[config.mk]
export PLATFORM = sky130hd
export DESIGN_NAME = vga_pixel_serializer
export DESIGN_NICKNAME = d
export VERILOG_FILES = /design/src/rtl/vga_pixel_serializer.sv
export SDC_FILE = /design/constraint.sdc
export NUM_CORES = 1
export LEC_CHECK = 0
export ABC_AREA = 1
export CAP_MARGIN = 20
export CORE_AREA = 3 3 145 133
export DETAILED_ROUTE_END_ITERATION = 6
export DIE_AREA = 0 0 148 136
export PLACE_DENSITY = 0.73
export SETUP_SLACK_MARGIN = 0.5
export SYNTH_ARGS = -nofsm -noshare
export SYNTH_HDL_FRONTEND = slang
export SYNTH_SLANG_ARGS = --single-unit
[constraint.sdc]
create_clock -name pixel_clk_2x -period 2.5 [get_ports pixel_clk_2x]
set_input_delay 0.25 -clock pixel_clk_2x [delete_from_list [all_inputs] [get_ports pixel_clk_2x]]
set_output_delay 0.25 -clock pixel_clk_2x [all_outputs]
set_load 0.005 [all_outputs]
[src/rtl/vga_pixel_serializer.sv]
// Pixel FIFO plus a 2x-clock half-word serializer feeding a VGA DAC, with syncs delayed to match vga_out.
// Optional test pattern generator enabled by defining VGA_PIXEL_SER_TESTPAT_EN (adds the test_en input).
module vga_pixel_serializer #(
    parameter int                  DATA_W     = 24,
    parameter int                  FIFO_DEPTH = 8,
    parameter logic [DATA_W/2-1:0] BLANK_VAL  = '0
) (
    input  logic                            pixel_clk_2x,
    input  logic                            reset,
    input  logic                            hsync,
    input  logic                            vsync,
    input  logic                            de,
    input  logic                            pix_valid,
    input  logic [DATA_W-1:0]               pix_data,
`ifdef VGA_PIXEL_SER_TESTPAT_EN
    input  logic                            test_en,
`endif
    output logic                            pix_ready,
    output logic [DATA_W/2-1:0]             vga_out,
    output logic                            hsync_out,
    output logic                            vsync_out,
    output logic                            de_out,
    output logic                            underflow,
    output logic [$clog2(FIFO_DEPTH):0]     fifo_level
);
    localparam int HW = DATA_W / 2;
    localparam int AW = $clog2(FIFO_DEPTH);
    localparam int LW = AW + 1;

    logic [DATA_W-1:0] mem [FIFO_DEPTH];
    logic [AW-1:0]     wr_ptr, rd_ptr;
    logic [LW-1:0]     level;
    logic              phase, hsync_q, low_pend;
    logic [HW-1:0]     low_data;
    logic [DATA_W-1:0] rd_word;
    logic              full, empty, push, pop, slot, starve, hsync_rise;
    logic              pat_on;
    logic [HW-1:0]     pat_word;

`ifdef VGA_PIXEL_SER_TESTPAT_EN
    logic [10:0] x;

    assign pat_on   = test_en;
    assign pat_word = x[3] ? '1 : '0;

    always_ff @(posedge pixel_clk_2x) begin
        if (reset)           x <= '0;
        else if (hsync_rise) x <= '0;
        else if (slot)       x <= x + 11'd1;
    end
`else
    assign pat_on   = 1'b0;
    assign pat_word = '0;
`endif

    assign full       = (level == LW'(FIFO_DEPTH));
    assign empty      = (level == '0);
    assign pix_ready  = ~full;
    assign fifo_level = level;
    assign hsync_rise = hsync & ~hsync_q;
    assign rd_word    = mem[rd_ptr];
    // A pending low beat blocks the next slot so a popped pair always completes.
    assign slot       = ~phase & de & ~low_pend;
    assign push       = pix_valid & ~full;
    assign pop        = slot & ~empty & ~pat_on;
    assign starve     = slot & empty & ~pat_on;

    always_ff @(posedge pixel_clk_2x) begin
        if (push) mem[wr_ptr] <= pix_data;
    end

    always_ff @(posedge pixel_clk_2x) begin
        if (reset) begin
            wr_ptr    <= '0;
            rd_ptr    <= '0;
            level     <= '0;
            phase     <= 1'b0;
            hsync_q   <= 1'b0;
            low_pend  <= 1'b0;
            low_data  <= BLANK_VAL;
            vga_out   <= BLANK_VAL;
            hsync_out <= 1'b0;
            vsync_out <= 1'b0;
            de_out    <= 1'b0;
            underflow <= 1'b0;
        end else begin
            if (push) wr_ptr <= wr_ptr + 1'b1;
            if (pop)  rd_ptr <= rd_ptr + 1'b1;
            case ({push, pop})
                2'b10:   level <= level + 1'b1;
                2'b01:   level <= level - 1'b1;
                default: level <= level;
            endcase
            phase     <= hsync_rise ? 1'b0 : ~phase;
            hsync_q   <= hsync;
            hsync_out <= hsync;
            vsync_out <= vsync;
            de_out    <= de;
            underflow <= starve;
            if (low_pend) begin
                vga_out  <= low_data;
                low_pend <= 1'b0;
            end else if (pop) begin
                vga_out  <= rd_word[DATA_W-1:HW];
                low_data <= rd_word[HW-1:0];
                low_pend <= 1'b1;
            end else if (slot && pat_on) begin
                vga_out  <= pat_word;
                low_data <= pat_word;
                low_pend <= 1'b1;
            end else begin
                vga_out  <= BLANK_VAL;
            end
        end
    end
endmodule
# Word-level counts from Yosys, hierarchy flattened
# Memory sizes are Yosys's and may differ from the RTL's. A register that Yosys moved wholly into a read port is not among the register bits.
# Cells that the tools add are included.
# Widths: inputs -> output; s select.
# totals
ff_bits	40
mem_bits_rw	192
in_bits	30
out_inout_bits	21
mem_count	1
# op_classes
add_sub_neg	4
eq_ne	3
n_mux	8
n_bitwise	11
reduce_logical	5
# mem_list
name	words	width	read_ports	rd_ports_with_merged_regs	wr	line	text
mem	8	24	1	1	1	30	logic [DATA_W-1:0] mem [FIFO_DEPTH];
# ops
op	count
$mux 12	2
$pmux 4 s2	1
$add 3x1->3 const B	2
$and 1x1->1	6
$mux 3	2
$not 1->1	5
$add 4x1->4 const B	1
$eq 4x4->1 const B	1
$logic_not 4->1	1
$reduce_or 2->1	2
$sub 4x1->4 const B	1
$mux 1	3
$eq 2x1->1 const B	1
$eq 2x2->1 const B	1
$reduce_and 2->1	1
$reduce_bool 2->1	1

# Depth between registers and ports, before layout
# logic_depth
depth_word	6
mapped_depth	15
mapped_depth_nobuf	14

# Least setup slack after synthesis
# Ideal clock, no wire load.
# synth_timing
path_type	register to register
start	register level[0], in the netlist fifo_level[0]
end	memory mem[1][0] (enable)
setup_time_ps	405
arrival_time_ps	1947
slack_ps	148
stages_incl_launch_ff	7
period_less_slack_ps	2352
cell_sequence	dfxtp_1 > nor2_1 > nand3_1 > nand2_1 > nor2_1 > inv_1 > nor2_1
# synth_between
elab_chain_cells	5
# synth_lines
element	line	text
start: declaration	32	logic [LW-1:0] level;
start signal: assignment	90	2'b10: level <= level + 1'b1;
start signal: assignment	91	2'b01: level <= level - 1'b1;
start signal: assignment	92	default: level <= level;
$eq 4x4->1	56	assign full = (level == LW'(FIFO_DEPTH));
$not 1->1	-	
net pix_ready	18	output logic pix_ready,
$and 1x1->1	64	assign push = pix_valid & ~full;
$mux 1	69	if (push) mem[wr_ptr] <= pix_data;
$mux 1 (not written as such)	69	
end: declaration	30	
# The timed path passes the listed nets, and every way through them passes these cells.

# Worst setup path after layout
# layout_timing
start	register level[0], in the netlist fifo_level[0]
end	register level[2], in the netlist fifo_level[2]
# layout_between
elab_chain_cells	5
elab_cells_between_ends	12
cone_classes	add/sub (2); eq/ne (3); mux (1); bitwise (4); reduce/logical (2)
# layout_lines
element	line	text
$eq 4x4->1 / $logic_not 4->1 (equally long branches)	56, 57	
$not 1->1 (on tied branches)	64, 65	
$and 1x1->1 (on tied branches)	64, 65	
$eq 2x1->1 / $eq 2x2->1 (equally long branches)	89	case ({push, pop})
$pmux 4 s2 / $reduce_bool 2->1 (equally long branches)	-	
# Several ways; a longest one is shown, not always the timed one.
# A chain may end at the register's enable or synchronous reset.

==> flow_metrics.env <==
export IMPL_drt_initial_drc_count=535
export IMPL_ant_nets=0
export IMPL_period_share_pct=76.76
export IMPL_drcViolationCount=0
export IMPL_syn_nets=988
export IMPL_clkSinkCount=235
export IMPL_grt_max_degree=97
export IMPL_status="completed"
export IMPL_worstPathArrival_ns=2.32
export IMPL_cap_viol_max_count=0
export IMPL_root_buffer="clkbuf_16"
export IMPL_layout_drive_gt1_share_pct=9.286
export IMPL_area_growth_pct=16.42
export IMPL_tightest_slew_ns=1.019
export IMPL_power_uw=10640
export IMPL_grt_usage_pct=21.45
export IMPL_power_frac_comb_pct=22.4
export IMPL_first_global_vias=6501
export IMPL_clockPowerShare_pct=33.0
export IMPL_maxSlewViolCount=0
export IMPL_hold_violations=0
export IMPL_clockBufferDepth=3
export IMPL_worstSetupPathType="reg -> reg"
export IMPL_cp_slowest_cell="dfxtp_2"
export IMPL_gp_congestion=0.8048
export IMPL_row_count=46
export IMPL_ctsHoldBuffers=0
export IMPL_ios=51
export IMPL_avgRoutedWirePerCell_um=16.65
export IMPL_ys_warn_count=0
export IMPL_power_frac_seq_pct=44.6
export IMPL_antenna_cells=0
export IMPL_synthCells=953
export IMPL_clk_pin_slew_ns=0.06
export IMPL_place_inst=1219
export IMPL_die_w_um=148
export IMPL_power_switching_uw=3117
export IMPL_end_kind="flop"
export IMPL_path_buf_inv=2
export IMPL_tns_ns=0
export IMPL_grt_overflow=0
export IMPL_whs_ns=0.2612
export IMPL_final_cell_mix="nand2_1 (278), edfxtp_1 (192), inv_1 (164)"
export IMPL_cellLeakagePower_uw=0.004694
export IMPL_hpwl_um=11900
export IMPL_synth_seq_area_share_pct=67.66
export IMPL_synth_distinct_cells=24
export IMPL_ys_ff_latch=235
export IMPL_num_vias=6548
export IMPL_crit_chain="nor2_2 > nand3_1 > nand2_4 > ha_2 > nand2_1 > inv_1 > nor2_1 > ha_1 > a21oi_1 > xnor2_1 > o21ai_0 > inv_1"
export IMPL_max_slew_margin_pct=32.10
export IMPL_setup_viol_count_final=0
export IMPL_cp_required_ns=2.90
export IMPL_routed_wl_um=21030
export IMPL_grt_pass1_wl_um=33640
export IMPL_syn_avg_cell_area_um2=10.28
export IMPL_fmax_ghz=0.5211
export IMPL_intPower_uw=7523
export IMPL_final_setup_skew_ns=0.01630
export IMPL_cts_tree="done"
export IMPL_rsz0062_at_grt="true"
export IMPL_synthesis_area_mm2=0.009793
export IMPL_viasPerCell=5.184
export IMPL_switching_share_pct=29.29
export IMPL_min_period_ns=1.919
export IMPL_final_cells=1263
export IMPL_hp_class="in -> reg"
export IMPL_nNetsFinal=1041
export IMPL_die_h_um=136
export IMPL_antenna_found_initial=0
export IMPL_start_util_pct=55.24
export IMPL_power_density_mw_per_mm2=933.2
export IMPL_numCtsBuffers=24
export IMPL_vdd_ir_drop_max_mv=0.4978
export IMPL_worst_setup_path_start_kind="flop"
export IMPL_htree_levels=1
export IMPL_cpPeakStageDelay_ns=0.35
export IMPL_portBuffers=50
export IMPL_crit_fanout=5
export IMPL_path_delay_family="simple AND/OR/NAND/NOR gates"
export IMPL_clk_latency_ns=0.52
export IMPL_first_pass_iters=4
export IMPL_die_area_mm2=0.02013
export IMPL_core_area_mm2=0.01773
export IMPL_final_common_cell="nand2_1"
export IMPL_path_common_cell="inv_1"
[cells by family (layout without fill, tap and decap cells)]
family / after synthesis / after routing / share of synthesized area, %
and+or+nand+nor: 458 / 458 / 20.20
xor gates and xnor gates: 3 / 3 / 0.2684
AOI/OAI and AO/OA: 40 / 40 / 2.427
buffers and inverters: 212 / 282 / 8.803
adders and majority gates: 5 / 5 / 0.6388
DFF: 235 / 235 / 67.66
[path summary, 6_finish.rpt]
| path | to | from | slack [ns] | cells after the start |
|---|---|---|---|---|
| setup / recovery | fifo_level[2] | fifo_level[0] | 0.58 | 12 |
| hold / removal | vsync_out | vsync | 0.26 | 3 |
| hold reg to reg | low_data[5] | low_data[5] | 0.47 | 2 |
| setup reg to reg | fifo_level[2] | fifo_level[0] | 0.58 | 12 |
[repair_timing]
action | 4_1_cts | 5_1_grt
setup buffers | 0 | 1
endpoints found under the setup margin | 2 | 18
pin swaps | 0 | 1
gates resized for setup | 2 | 8
hold endpoints to repair | 0 | 0
[area by class of cell]
| cell class | instances | area, um^2 |
|---|---|---|
| Inverter | 167 | 626.9 |
| Sequential cell | 235 | 6633 |
| Multi-Input combinational cell | 506 | 2337 |
| Clock inverter | 12 | 140.1 |
| Timing Repair Buffer | 72 | 726.9 |
| Clock buffer | 31 | 636.9 |
| Tap cell | 240 | 300.3 |
| Fill cell | 1392 | 6326 |
[cell usage after synthesis (all sizes together)]
library cell | instances | area share (%)
buf | 31 | 1.9
o21ai | 9 | 0.46
dfxtp | 43 | 8.8
nor3 | 3 | 0.27
edfxtp | 192 | 59
inv | 167 | 6.4
nor3b | 1 | 0.077
nand3 | 150 | 8.2
xor2 | 1 | 0.089
nor2 | 24 | 0.92
nand2 | 280 | 11
ha | 5 | 0.64
xnor2 | 2 | 0.18
clkbuf | 14 | 0.54
a21oi | 31 | 2.0
[tightest hold or removal path, stage by stage]
cell	delay, ns
clkdlybuf4s50_1	0.40
inv_1	0.05
nor2_1	0.03
[per-stage QoR]
step                      area (um^2)  utilization, %  worst slack (ns)
final                           11400           64.31            0.5810
after detailed placement        10590           59.73            0.1972
after global routing            11400           64.31            0.3888
after floorplan                  9803               -            0.1479
after CTS                       11370           64.15            0.5030
after global placement          10590           59.73            0.2482
[flip-flops by register name, indices dropped and copies added, names as in the netlist, named ones only]
signal,cells
vga_out,12
hsync_q,1
mem,192
underflow,1
rd_ptr,3
low_data,12
de_out,1
phase,1
low_pend,1
vsync_out,1
fifo_level,4
wr_ptr,3
[power groups by stage]
stage | combinational (uW) | sequential [uW] | clock, uW
2_1_floorplan | 1650 | 4790 | 0
3_3_place_gp | 2290 | 4800 | 0
3_5_place_dp | 2360 | 4810 | 0
4_1_cts | 2380 | 4730 | 3580
5_1_grt | 2670 | 4770 | 3730
6_report | 2380 | 4740 | 3510
[metal layers]
metal  vias up  global-route usage [%]  part of all wire (%)
met5         -                       0                     0
met4         0                   8.261                   3.5
met3        64                   3.400                   6.0
met2       208                   36.88                    49
met1      3100                   27.65                    42
li1       3176                       -                     -
(Power assumes the default switching activity.)
